==> config.mk <==
export PLATFORM = sky130hd
export DESIGN_NAME = uart_rx
export DESIGN_NICKNAME = d
export VERILOG_FILES = /design/src/rtl/uart_pkg.sv /design/src/rtl/uart_rx_fifo.sv /design/src/rtl/uart_rx.sv
export SDC_FILE = /design/constraint.sdc
export NUM_CORES = 1
export LEC_CHECK = 0
export ABC_CLOCK_PERIOD_IN_PS = 2400
export CELL_PAD_IN_SITES_DETAIL_PLACEMENT = 0
export CELL_PAD_IN_SITES_GLOBAL_PLACEMENT = 1
export CORE_AREA = 3 3 93 95
export CTS_CLUSTER_DIAMETER = 80
export DETAILED_ROUTE_END_ITERATION = 6
export DIE_AREA = 0 0 96 98
export PLACE_DENSITY = 0.83
export SLEW_MARGIN = 20
export SYNTH_ARGS = -nofsm -noshare
export SYNTH_HDL_FRONTEND = slang
export SYNTH_SLANG_ARGS = --single-unit
==> constraint.sdc <==
create_clock -name clk_i -period 2.4 [get_ports clk_i]
set_input_delay 0.6 -clock clk_i [delete_from_list [all_inputs] [get_ports clk_i]]
set_output_delay 0.6 -clock clk_i [all_outputs]
set_load 0.02 [all_outputs]
==> src/rtl/uart_pkg.sv <==
// +--------------------------------------------------------------------------+
// | uart_pkg : shared types and elaboration helpers for the uart_rx receiver |
// | Rev 1.0                                                                  |
// +--------------------------------------------------------------------------+
`default_nettype none

package uart_pkg;

  typedef enum logic [2:0] {
    ST_IDLE   = 3'd0,
    ST_START  = 3'd1,
    ST_DATA   = 3'd2,
    ST_PARITY = 3'd3,
    ST_STOP   = 3'd4
  } state_t;

  function automatic int cycles_per_bit(input int clk_hz, input int baud);
    return clk_hz / baud;
  endfunction

  function automatic bit params_ok(input int cpb, input int data_bits,
                                   input int stop_bits, input int fifo_depth,
                                   input int parity_odd);
    return (cpb >= 4) &&
           (data_bits >= 5) && (data_bits <= 9) &&
           (stop_bits >= 1) && (stop_bits <= 2) &&
           (fifo_depth >= 2) && ((fifo_depth & (fifo_depth - 1)) == 0) &&
           ((parity_odd == 0) || (parity_odd == 1));
  endfunction

endpackage

`default_nettype wire

==> src/rtl/uart_rx_fifo.sv <==
// +--------------------------------------------------------------------------+
// | uart_rx_fifo : small synchronous FIFO with show-ahead read for uart_rx   |
// | Rev 1.0                                                                  |
// +--------------------------------------------------------------------------+
`default_nettype none

module uart_rx_fifo #(
  parameter int WIDTH = 8,
  parameter int DEPTH = 4
) (
  input  logic             clk_i,
  input  logic             nrst_i,
  input  logic             push,
  input  logic [WIDTH-1:0] wdata,
  input  logic             pop,
  output logic [WIDTH-1:0] rdata,
  output logic             empty,
  output logic             full
);

  localparam int AW = $clog2(DEPTH);

  logic [WIDTH-1:0] mem [DEPTH];
  logic [AW-1:0]    wr_ptr;
  logic [AW-1:0]    rd_ptr;
  logic [AW:0]      count;
  logic             do_push;
  logic             do_pop;

  assign do_pop  = pop && !empty;
  // When full, a simultaneous pop frees the slot being written.
  assign do_push = push && (!full || do_pop);

  always_ff @(posedge clk_i or negedge nrst_i) begin
    if (!nrst_i) begin
      for (int i = 0; i < DEPTH; i++) mem[i] <= '0;
      wr_ptr <= '0;
      rd_ptr <= '0;
      count  <= '0;
    end else begin
      if (do_push) begin
        mem[wr_ptr] <= wdata;
        wr_ptr      <= wr_ptr + 1'b1;
      end
      if (do_pop) rd_ptr <= rd_ptr + 1'b1;
      case ({do_push, do_pop})
        2'b10:   count <= count + 1'b1;
        2'b01:   count <= count - 1'b1;
        default: count <= count;
      endcase
    end
  end

  assign rdata = mem[rd_ptr];
  assign empty = (count == '0);
  assign full  = (count == (AW+1)'(DEPTH));

endmodule

`default_nettype wire

==> src/rtl/uart_rx.sv <==
// +--------------------------------------------------------------------------+
// | uart_rx : parametrised async serial receiver with output FIFO            |
// | Optional parity via macro UART_RX_PARITY_EN.                             |
// | Rev 1.0                                                                  |
// +--------------------------------------------------------------------------+
`default_nettype none

module uart_rx
  import uart_pkg::*;
#(
  parameter int CLK_HZ     = 10_000_000,
  parameter int BAUD       = 31_250,
  parameter int DATA_BITS  = 8,
  parameter int STOP_BITS  = 1,
  parameter int FIFO_DEPTH = 4,
  parameter int PARITY_ODD = 0
) (
  input  logic                 clk_i,
  input  logic                 nrst_i,
  input  logic                 rxData_i,
  output logic [DATA_BITS-1:0] data_o,
  output logic                 valid_o,
  input  logic                 ready_i,
  output logic                 busy_o,
  output logic                 frameErr_o,
  output logic                 parityErr_o,
  output logic                 overrun_o
);

  localparam int             CPB       = cycles_per_bit(CLK_HZ, BAUD);
  localparam int             CW        = $clog2(CPB);
  localparam logic [CW-1:0]  CNT_HALF  = CW'(CPB / 2 - 1);
  localparam logic [CW-1:0]  CNT_LAST  = CW'(CPB - 1);
  localparam logic [3:0]     DATA_LAST = 4'(DATA_BITS - 1);
  localparam logic [3:0]     STOP_LAST = 4'(STOP_BITS - 1);

  generate
    if (!params_ok(CPB, DATA_BITS, STOP_BITS, FIFO_DEPTH, PARITY_ODD)) begin : g_param_check
      $error("uart_rx: parameter out of range");
    end
  endgenerate

  logic                 sync1;
  logic                 rx_sync;
  state_t               state;
  logic [CW-1:0]        cnt;
  logic [3:0]           bit_cnt;
  logic [DATA_BITS-1:0] shreg;
  logic                 stop_bad;
  logic                 busy;
  logic                 frame_err;
  logic                 overrun;
  logic                 frame_done;
  logic                 bad_stop;
  logic                 par_bad;
  logic                 good;
  logic                 pop;
  logic                 push;
  logic                 fifo_empty;
  logic                 fifo_full;

  always_ff @(posedge clk_i or negedge nrst_i) begin
    if (!nrst_i) begin
      sync1   <= 1'b1;
      rx_sync <= 1'b1;
    end else begin
      sync1   <= rxData_i;
      rx_sync <= sync1;
    end
  end

`ifdef UART_RX_PARITY_EN
  logic par_bit;
  logic parity_err;
  assign par_bad     = (par_bit != ((^shreg) ^ (PARITY_ODD != 0)));
  assign parityErr_o = parity_err;
`else
  assign par_bad     = 1'b0;
  assign parityErr_o = 1'b0;
`endif

  assign frame_done = (state == ST_STOP) && (cnt == CNT_LAST) && (bit_cnt == STOP_LAST);
  assign bad_stop   = stop_bad || !rx_sync;
  assign good       = frame_done && !bad_stop && !par_bad;
  assign pop        = !fifo_empty && ready_i;
  assign push       = good && (!fifo_full || pop);

  always_ff @(posedge clk_i or negedge nrst_i) begin
    if (!nrst_i) begin
      state     <= ST_IDLE;
      cnt       <= '0;
      bit_cnt   <= '0;
      shreg     <= '0;
      stop_bad  <= 1'b0;
      busy      <= 1'b0;
      frame_err <= 1'b0;
      overrun   <= 1'b0;
`ifdef UART_RX_PARITY_EN
      par_bit    <= 1'b0;
      parity_err <= 1'b0;
`endif
    end else begin
      frame_err <= 1'b0;
      overrun   <= 1'b0;
`ifdef UART_RX_PARITY_EN
      parity_err <= 1'b0;
`endif
      case (state)
        ST_IDLE: begin
          cnt      <= '0;
          bit_cnt  <= '0;
          stop_bad <= 1'b0;
          if (!rx_sync) begin
            state <= ST_START;
            busy  <= 1'b1;
          end
        end
        ST_START: begin
          if (cnt == CNT_HALF) begin
            cnt <= '0;
            if (rx_sync) begin
              state <= ST_IDLE;
              busy  <= 1'b0;
            end else begin
              state <= ST_DATA;
            end
          end else begin
            cnt <= cnt + 1'b1;
          end
        end
        ST_DATA: begin
          if (cnt == CNT_LAST) begin
            cnt   <= '0;
            shreg <= {rx_sync, shreg[DATA_BITS-1:1]};
            if (bit_cnt == DATA_LAST) begin
              bit_cnt <= '0;
`ifdef UART_RX_PARITY_EN
              state   <= ST_PARITY;
`else
              state   <= ST_STOP;
`endif
            end else begin
              bit_cnt <= bit_cnt + 1'b1;
            end
          end else begin
            cnt <= cnt + 1'b1;
          end
        end
`ifdef UART_RX_PARITY_EN
        ST_PARITY: begin
          if (cnt == CNT_LAST) begin
            cnt     <= '0;
            par_bit <= rx_sync;
            state   <= ST_STOP;
          end else begin
            cnt <= cnt + 1'b1;
          end
        end
`endif
        ST_STOP: begin
          if (cnt == CNT_LAST) begin
            cnt <= '0;
            // Leave mid-stop-bit so a following start edge is never missed.
            if (bit_cnt == STOP_LAST) begin
              state     <= ST_IDLE;
              busy      <= 1'b0;
              frame_err <= bad_stop;
              overrun   <= good && fifo_full && !pop;
`ifdef UART_RX_PARITY_EN
              parity_err <= !bad_stop && par_bad;
`endif
            end else begin
              bit_cnt  <= bit_cnt + 1'b1;
              stop_bad <= bad_stop;
            end
          end else begin
            cnt <= cnt + 1'b1;
          end
        end
        default: begin
          state <= ST_IDLE;
          busy  <= 1'b0;
        end
      endcase
    end
  end

  uart_rx_fifo #(
    .WIDTH (DATA_BITS),
    .DEPTH (FIFO_DEPTH)
  ) u_fifo (
    .clk_i  (clk_i),
    .nrst_i (nrst_i),
    .push   (push),
    .wdata  (shreg),
    .pop    (pop),
    .rdata  (data_o),
    .empty  (fifo_empty),
    .full   (fifo_full)
  );

  assign valid_o    = !fifo_empty;
  assign busy_o     = busy;
  assign frameErr_o = frame_err;
  assign overrun_o  = overrun;

endmodule

`default_nettype wire

==> summary.md, run 1 <==
| Metric | Value |
|---|---|
| Status | finished with violations |
| Failing checks | negative setup slack |
| Hold Crit Class | in -> async |
| Commonest non-fill, non-tap cell in the layout | dfrtp_1 |
| Number of antenna repair diodes | 0 |
| Total Power | 2.29 mW |
| Measured slew at the worst slew-check pin | 0.534 ns |
| NumNets Final | 349 |
| Post-synth EDFFs | 0 |
| CTS tree | built |
| CTS Sinks | 69 |
| Share of cells above drive strength 1 | 34.3% |
| Final setup margin | -0.0535 ns |
| Worst clock skew | 0.00977 ns |
| Antenna-violating nets left | 0 |
| Slew margin rel. | 64.4% |
| DRT Pass-1 Iters | 4 |
| Syn. warnings | 0 |
| Endpoints failing hold | 0 |
| First-pass GRT wire length | 12000 µm |
| PortBufs | 15 |
| 1st-iter DRT viols | 170 |
| Post-Syn Instances | 291 |
| # setup viols final | 2 |
| Via Count | 2427 |
| Worst-path clk slew | 0.08 ns |
| Overall routing resource usage | 16.4% |
| Vias in the first global route | 2477 |
| Total grt overflow | 0 |
| Worst Path Arrival | 2.69 ns |
| Gpl congestion | 0.819 |
| Bufs on Longest Clock Path | 2 |
| Pwr dens | 549 nW/µm² |
| Area of the mapped netlist | 3460 µm² |
| CTS buffer count | 9 |
| DR WL/cell | 15.7 µm |
| Rows | 32 |
| Most frequent cells in the layout | dfrtp_1, mux2_2, buf_4 |
| Critical Path RT | 2.63 ns |
| Largest net degree at the start of global routing | 70 |
| DRC | 0 |
| Number of max-cap violations | 0 |
| Via density | 5.48 |
| Pre-CTS WS | -0.223 ns |
| Clk_lat worst skew | 0.35 ns |
| Total die area | 9410 µm² |
| Area Overhead vs Synth | 20.9% |
| Setup CP Type | reg -> reg |
| Routed wire length | 6950 µm |
| Achievable Freq | 0.408 GHz |
| RSZ-0062 raised after global routing | yes |
| Flops & latches, synth | 69 |
| Post-synthesis net count | 304 |
| Worst-path maximum fanout | 4 |
| Asr flop ratio synth | 100% |
| Post-CTS Setup Bufs | 0 |
| I/O pin count | 17 |
| Syn_area_per_cell | 11.9 µm² |
| Min Hold Slack | 0.261 ns |
| Startpoint types | register |
| Lkg Pwr | 1.93 nW |
| Layout Utilization | 53.5% |
| Fin. max-slew vios | 0 |
| Die Ht | 98 µm |
| CTS root buffer | clkbuf_8 |
| Initial antenna violation count | 0 |
| Initial Util | 44.3% |
| Sum Neg Setup Slack | -0.0859 ns |
| Synth cell types | 56 |
| Seq/Total Area, Yosys | 50.0% |
| Tcrit/Tclk final | 102% |
| Dpl hpwl | 4850 µm |
| CP endpoint kind | register |
| Core area | 7810 µm² |
| H-tree depth | 3 |
| Tmin final | 2.45 ns |
| Top FF cell, synth | dfrtp_1 |
| Worst VDD drop | 0.360 mV |
| Die W | 96 µm |
==> final timing paths <==
path                                         from                          end  slack, ns  cells after the start
setup / recovery           bit_cnt[1]$_DFFE_PN0P_  u_fifo.count[2]$_DFFE_PN0P_      -0.05                     11
hold / removal                             nrst_i  u_fifo.count[2]$_DFFE_PN0P_       0.26                      2
setup reg to reg           bit_cnt[1]$_DFFE_PN0P_  u_fifo.count[2]$_DFFE_PN0P_      -0.05                     11
hold reg to reg                   sync1$_DFF_PN1_            rx_sync$_DFF_PN1_       0.36                      0
max in group asynchronous                  nrst_i              sync1$_DFF_PN1_       1.81                      2
min in group clk_i                sync1$_DFF_PN1_            rx_sync$_DFF_PN1_       0.36                      0
==> worst max-delay path, stage by stage, from the launching register on <==
cell and delay (ns):
dfrtp_1 0.40, inv_2 0.08, ha_4 0.12, or3b_4 0.41, nor4_4 0.37, nand3b_1 0.16
ha_2 0.22, inv_2 0.06, fa_2 0.19, xor2_1 0.13, nor2_1 0.07, xor2_1 0.13
==> through the flow <==
step	cells	cell area [µm²]
6_report	443	4180
3_3_place_gp	427	3940
5_1_grt	443	4180
2_1_floorplan	291	3460
3_5_place_dp	427	3940
4_1_cts	443	4150
==> logic make-up (layout without fill, tap and decap cells) <==
group	count (synthesis)	after routing	synth area share [%]
and+or+nand+nor	89	89	14.6
DFF	69	69	50.0
muxes	49	49	18.6
AOI/OAI and AO/OA	45	45	9.02
buffers and inverters	23	73	2.68
adders and majority gates	9	9	3.48
xor gates and xnor gates	6	6	1.52
other	1	1	0.109
==> cell type report <==
cell class | instances | area [µm²]
Clock buffer | 9 | 124
Clock inverter | 7 | 104
Fill cell | 658 | 3630
Inverter | 12 | 45.0
Multi-Input combinational cell | 199 | 1660
Sequential cell | 69 | 1730
Tap cell | 102 | 128
Timing Repair Buffer | 45 | 389
==> Yosys cell counts (all sizes together), types with 2 or more instances <==
library cell	count	area share, %
o211ai	5	1.1
nand3b	3	0.65
clkbuf	6	0.65
or3b	3	0.76
a31oi	2	0.36
buf	5	0.72
nand2b	2	0.36
a21oi	8	1.2
nor4b	2	0.51
or3	2	0.36
and2	2	0.36
nor2b	4	0.72
ha	8	2.9
nand2	21	2.3
nor2	18	2.0
nor3	4	0.58
xor2	3	0.76
xnor2	3	0.76
o21ai	7	1.0
nand4	3	0.54
inv	12	1.3
o22ai	7	1.3
dfstp	2	1.5
dfrtp	67	49
mux4	8	5.2
nand3	13	2.5
mux2	41	13
a2bb2oi	2	0.51
or2	2	0.36
nor4	4	1.2
and3	2	0.36
==> timing repair <==
item,4_1_cts,5_1_grt
gates resized for setup,8,11
hold buffers,0,0
pin swaps,1,8
endpoints found under the setup margin,9,5
==> registers in the layout, indices dropped and copies added, names as in the netlist <==
register       count
frameErr_o         1
cnt                9
u_fifo.count       3
sync1              1
overrun_o          1
busy_o             1
u_fifo.wr_ptr      2
stop_bad           1
u_fifo.mem        32
state              3
bit_cnt            4
u_fifo.rd_ptr      2
shreg              8
rx_sync            1
==> metal layers <==
| layer | vias to the layer above | global-route usage, % | routed length [µm] |
|---|---|---|---|
| li1 | 1161 | - | - |
| met1 | 1222 | 21.1 | 3110 |
| met2 | 37 | 26.5 | 3520 |
| met3 | 7 | 5.08 | 246 |
| met4 | 0 | 4.92 | 69 |
| met5 | - | 0 | 0 |
==> power breakdown <==
part	total (mW)	switching, mW	internal [mW]
Sequential	1.17	0.00163	1.16
Clock	1.09	0.490	0.601
Combinational	0.0367	0.0274	0.00932
Total	2.29	0.519	1.78
Power figures use the tool's default switching activity.
==> run 2, diff against run 1 <==
CORE_AREA = 3 3 100 102   (was 3 3 93 95)
DIE_AREA = 0 0 103 105   (was 0 0 96 98)
PLACE_DENSITY = 0.74   (was 0.83)
==> run 2 against run 1 <==
Net effect: the flow now finishes without violations; clock power about the same; cell count increased by 2.5%; worst hold slack improved by 0.044 ns; count of clock-buffer cells in the layout is the same; critical endpoint is now data_o[7]; largest cell class unchanged; largest power group unchanged; highest routed layer unchanged.
==> summary.md, run 2 (synthesis results as in run 1) <==
| Metric | Value |
|---|---|
| Fin. max-slew vios | 0 (unchanged) |
| Final setup margin | 0.0751 ns (+0.129 ns) |
| Area Overhead vs Synth | 21.1% |
| Total die area | 10800 µm² (+15%) |
| CP endpoint kind | output pin |
| Die Ht | 105 µm (+7.1%) |
| Crit-path cells | buf_12 > mux4_2 > dlygate4sd2_1 |
| Initial Util | 37.6% (-6.7 points) |
| NumNets Final | 351 (+0.57%) |
| Seq pwr share | 51.0% (+0.2 points) |
| RSZ-0062 raised after global routing | yes |
| Critical Path RT | 1.80 ns (-0.83 ns) |
| Routed wire length | 6810 µm (-2.1%) |
| Worst Path Arrival | 1.72 ns (-0.97 ns) |
| Critical Path Source | u_fifo.rd_ptr[0]$_DFFE_PN0P_ |
| Comb pwr share | 1.6% (about the same) |
| Share of cells above drive strength 1 | 33.8% (-0.49 points) |
| Pre-CTS WS | -0.259 ns (-0.0358 ns) |
| Core area | 9200 µm² (+18%) |
| Most frequent cells in the layout | dfrtp_1, mux2_2, buf_4 |
| Max reg flops | 32 (unchanged) |
| Rows | 35 (+9.4%) |
| 1st-iter DRT viols | 131 (-23%) |
| Total grt overflow | 0 (unchanged) |
| Worst-path clk slew | 0.08 ns (about the same) |
| Lkg Pwr | 1.94 nW (+0.72%) |
| Dpl hpwl | 4900 µm (+1.1%) |
| Commonest non-fill, non-tap cell in the layout | dfrtp_1 |
| Measured slew at the worst slew-check pin | 0.714 ns (+0.180 ns) |
| Largest stage delay, worst path | 0.52 ns (+0.11 ns) |
| Antenna-violating nets left | 0 (unchanged) |
| # setup viols final | 0 (-2) |
| I/O pin count | 17 (unchanged) |
| Die W | 103 µm (+7.3%) |
| Worst reg2reg path startpoint | bit_cnt[0]$_DFFE_PN0P_ |
| Largest net degree at the start of global routing | 42 (-40%) |
| Pwr dens | 547 nW/µm² (-0.46%) |
| Top reg by flops | u_fifo.mem |
| Net Sw Frac | 22.4% (-0.26 points) |
| Number of max-cap violations | 0 (unchanged) |
| Sum Neg Setup Slack | 0 ns (+0.0859 ns) |
| CP Buf/Inv Count | 2 (unchanged) |
| Startpoint types | register |
| CTS Hold Buffers Added | 0 (unchanged) |
| Achievable Freq | 0.430 GHz (+5.5%) |
| P_int | 1.78 mW (about the same) |
| Slew margin rel. | 52.4% (-12 points) |
| Tmin final | 2.32 ns (-0.129 ns) |
| Worst-path maximum fanout | 10 (+6) |
| Clock network power share | 47.4% (-0.2 points) |
| Clk_lat worst skew | 0.34 ns (about the same) |
| H-tree depth | 3 (unchanged) |
| Biggest regs | u_fifo.mem x32, cnt x9, shreg x8 |
| DRC | 0 (unchanged) |
| Tcrit/Tclk final | 96.9% (-5.4 points) |
| Via density | 5.23 (-4.5%) |
| Vias in the first global route | 2375 (-4.1%) |
| DRT Pass-1 Iters | 4 (unchanged) |
| Number of antenna repair diodes | 0 (unchanged) |
| CTS buffer count | 9 (unchanged) |
| CTS root buffer | clkbuf_8 |
| Worst VDD drop | 0.259 mV (-28%) |
| Endpoints failing hold | 0 (unchanged) |
| DR WL/cell | 15.0 µm (-4.5%) |
| Layout Utilization | 45.5% (-8.0 points) |
| PortBufs | 15 (unchanged) |
| Gpl congestion | 0.773 (-5.5%) |
| Hold Crit Class | in -> async |
| Initial antenna violation count | 0 (unchanged) |
| Bufs on Longest Clock Path | 2 (unchanged) |
| Slowest CP cell | mux4_2 |
| Net Sw Power | 0.512 mW (-1.4%) |
| Min Hold Slack | 0.305 ns (+0.0439 ns) |
| Status | finished, final reports clean |
| Via Count | 2376 (-2.1%) |
| Worst clock skew | 0.0104 ns (+0.000654 ns) |
| Top Family by Delay on Critical Path | multiplexers |
| CTS Sinks | 69 (unchanged) |
| CTS tree | built |
| Overall routing resource usage | 13.8% (-2.6 points) |
| First-pass GRT wire length | 11600 µm (-3.1%) |
| Setup CP Type | reg -> out |
## run 2: cell types whose count changed in the layout (fill, tap and decap cells not counted), moves of 2 or more
| cell | before | now |
|---|---|---|
| inv_2 | 3 | 1 |
| buf_4 | 28 | 30 |
| inv_1 | 9 | 11 |
| dlygate4sd2_1 | 5 | 8 |
| clkdlybuf4s15_1 | 3 | 0 |
## run 2: layout make-up
type,instances,area [µm²]
Inverter,12,45.0
Tap cell,111,139
Clock buffer,9,124
Fill cell,871,5010
Sequential cell,69,1730
Clock inverter,7,105
Multi-Input combinational cell,199,1640
Timing Repair Buffer,47,400
## run 2: timing repair
| item | CTS | global route |
|---|---|---|
| endpoints found under the setup margin | 10 | 2 |
| hold endpoints to repair | 0 | 0 |
| resized for setup | 9 | 2 |
| buffers inserted | 0 | 1 |
| pin swaps | 1 | 0 |
## run 2: routing by layer
layer	wire length (µm)	vias up	track usage, %
met5	0	-	0
met4	46	0	3.70
met3	193	4	4.47
met2	3370	29	22.1
met1	3200	1176	18.0
li1	-	1167	-
## run 2: power groups by stage
stage | logic, mW | clock network, mW | registers, mW
2_1_floorplan | 0.00681 | 0 | 1.19
3_3_place_gp | 0.0383 | 0 | 1.19
3_5_place_dp | 0.0389 | 0 | 1.19
4_1_cts | 0.0392 | 1.13 | 1.17
5_1_grt | 0.0431 | 1.19 | 1.17
6_report | 0.0374 | 1.09 | 1.17
## run 2: metrics by stage
step / cells / area, µm² / power [mW]
after floorplan: 291 / 3460 / 1.20
after global placement: 437 / 3960 / 1.23
after detailed placement: 437 / 3960 / 1.23
after CTS: 453 / 4180 / 2.34
after global routing: 454 / 4190 / 2.40
final: 454 / 4190 / 2.29
## run 2: path summary, 6_finish.rpt
path / cells after the start / endpoint / slack, ns
setup / recovery: 3 / data_o[7] / 0.08
hold / removal: 1 / u_fifo.count[0]$_DFFE_PN0P_ / 0.30
setup reg to reg: 11 / u_fifo.count[2]$_DFFE_PN0P_ / 0.13
hold reg to reg: 0 / rx_sync$_DFF_PN1_ / 0.36
max in group asynchronous: 2 / u_fifo.rd_ptr[1]$_DFFE_PN0P_ / 1.43
min in group clk_i: 0 / rx_sync$_DFF_PN1_ / 0.36
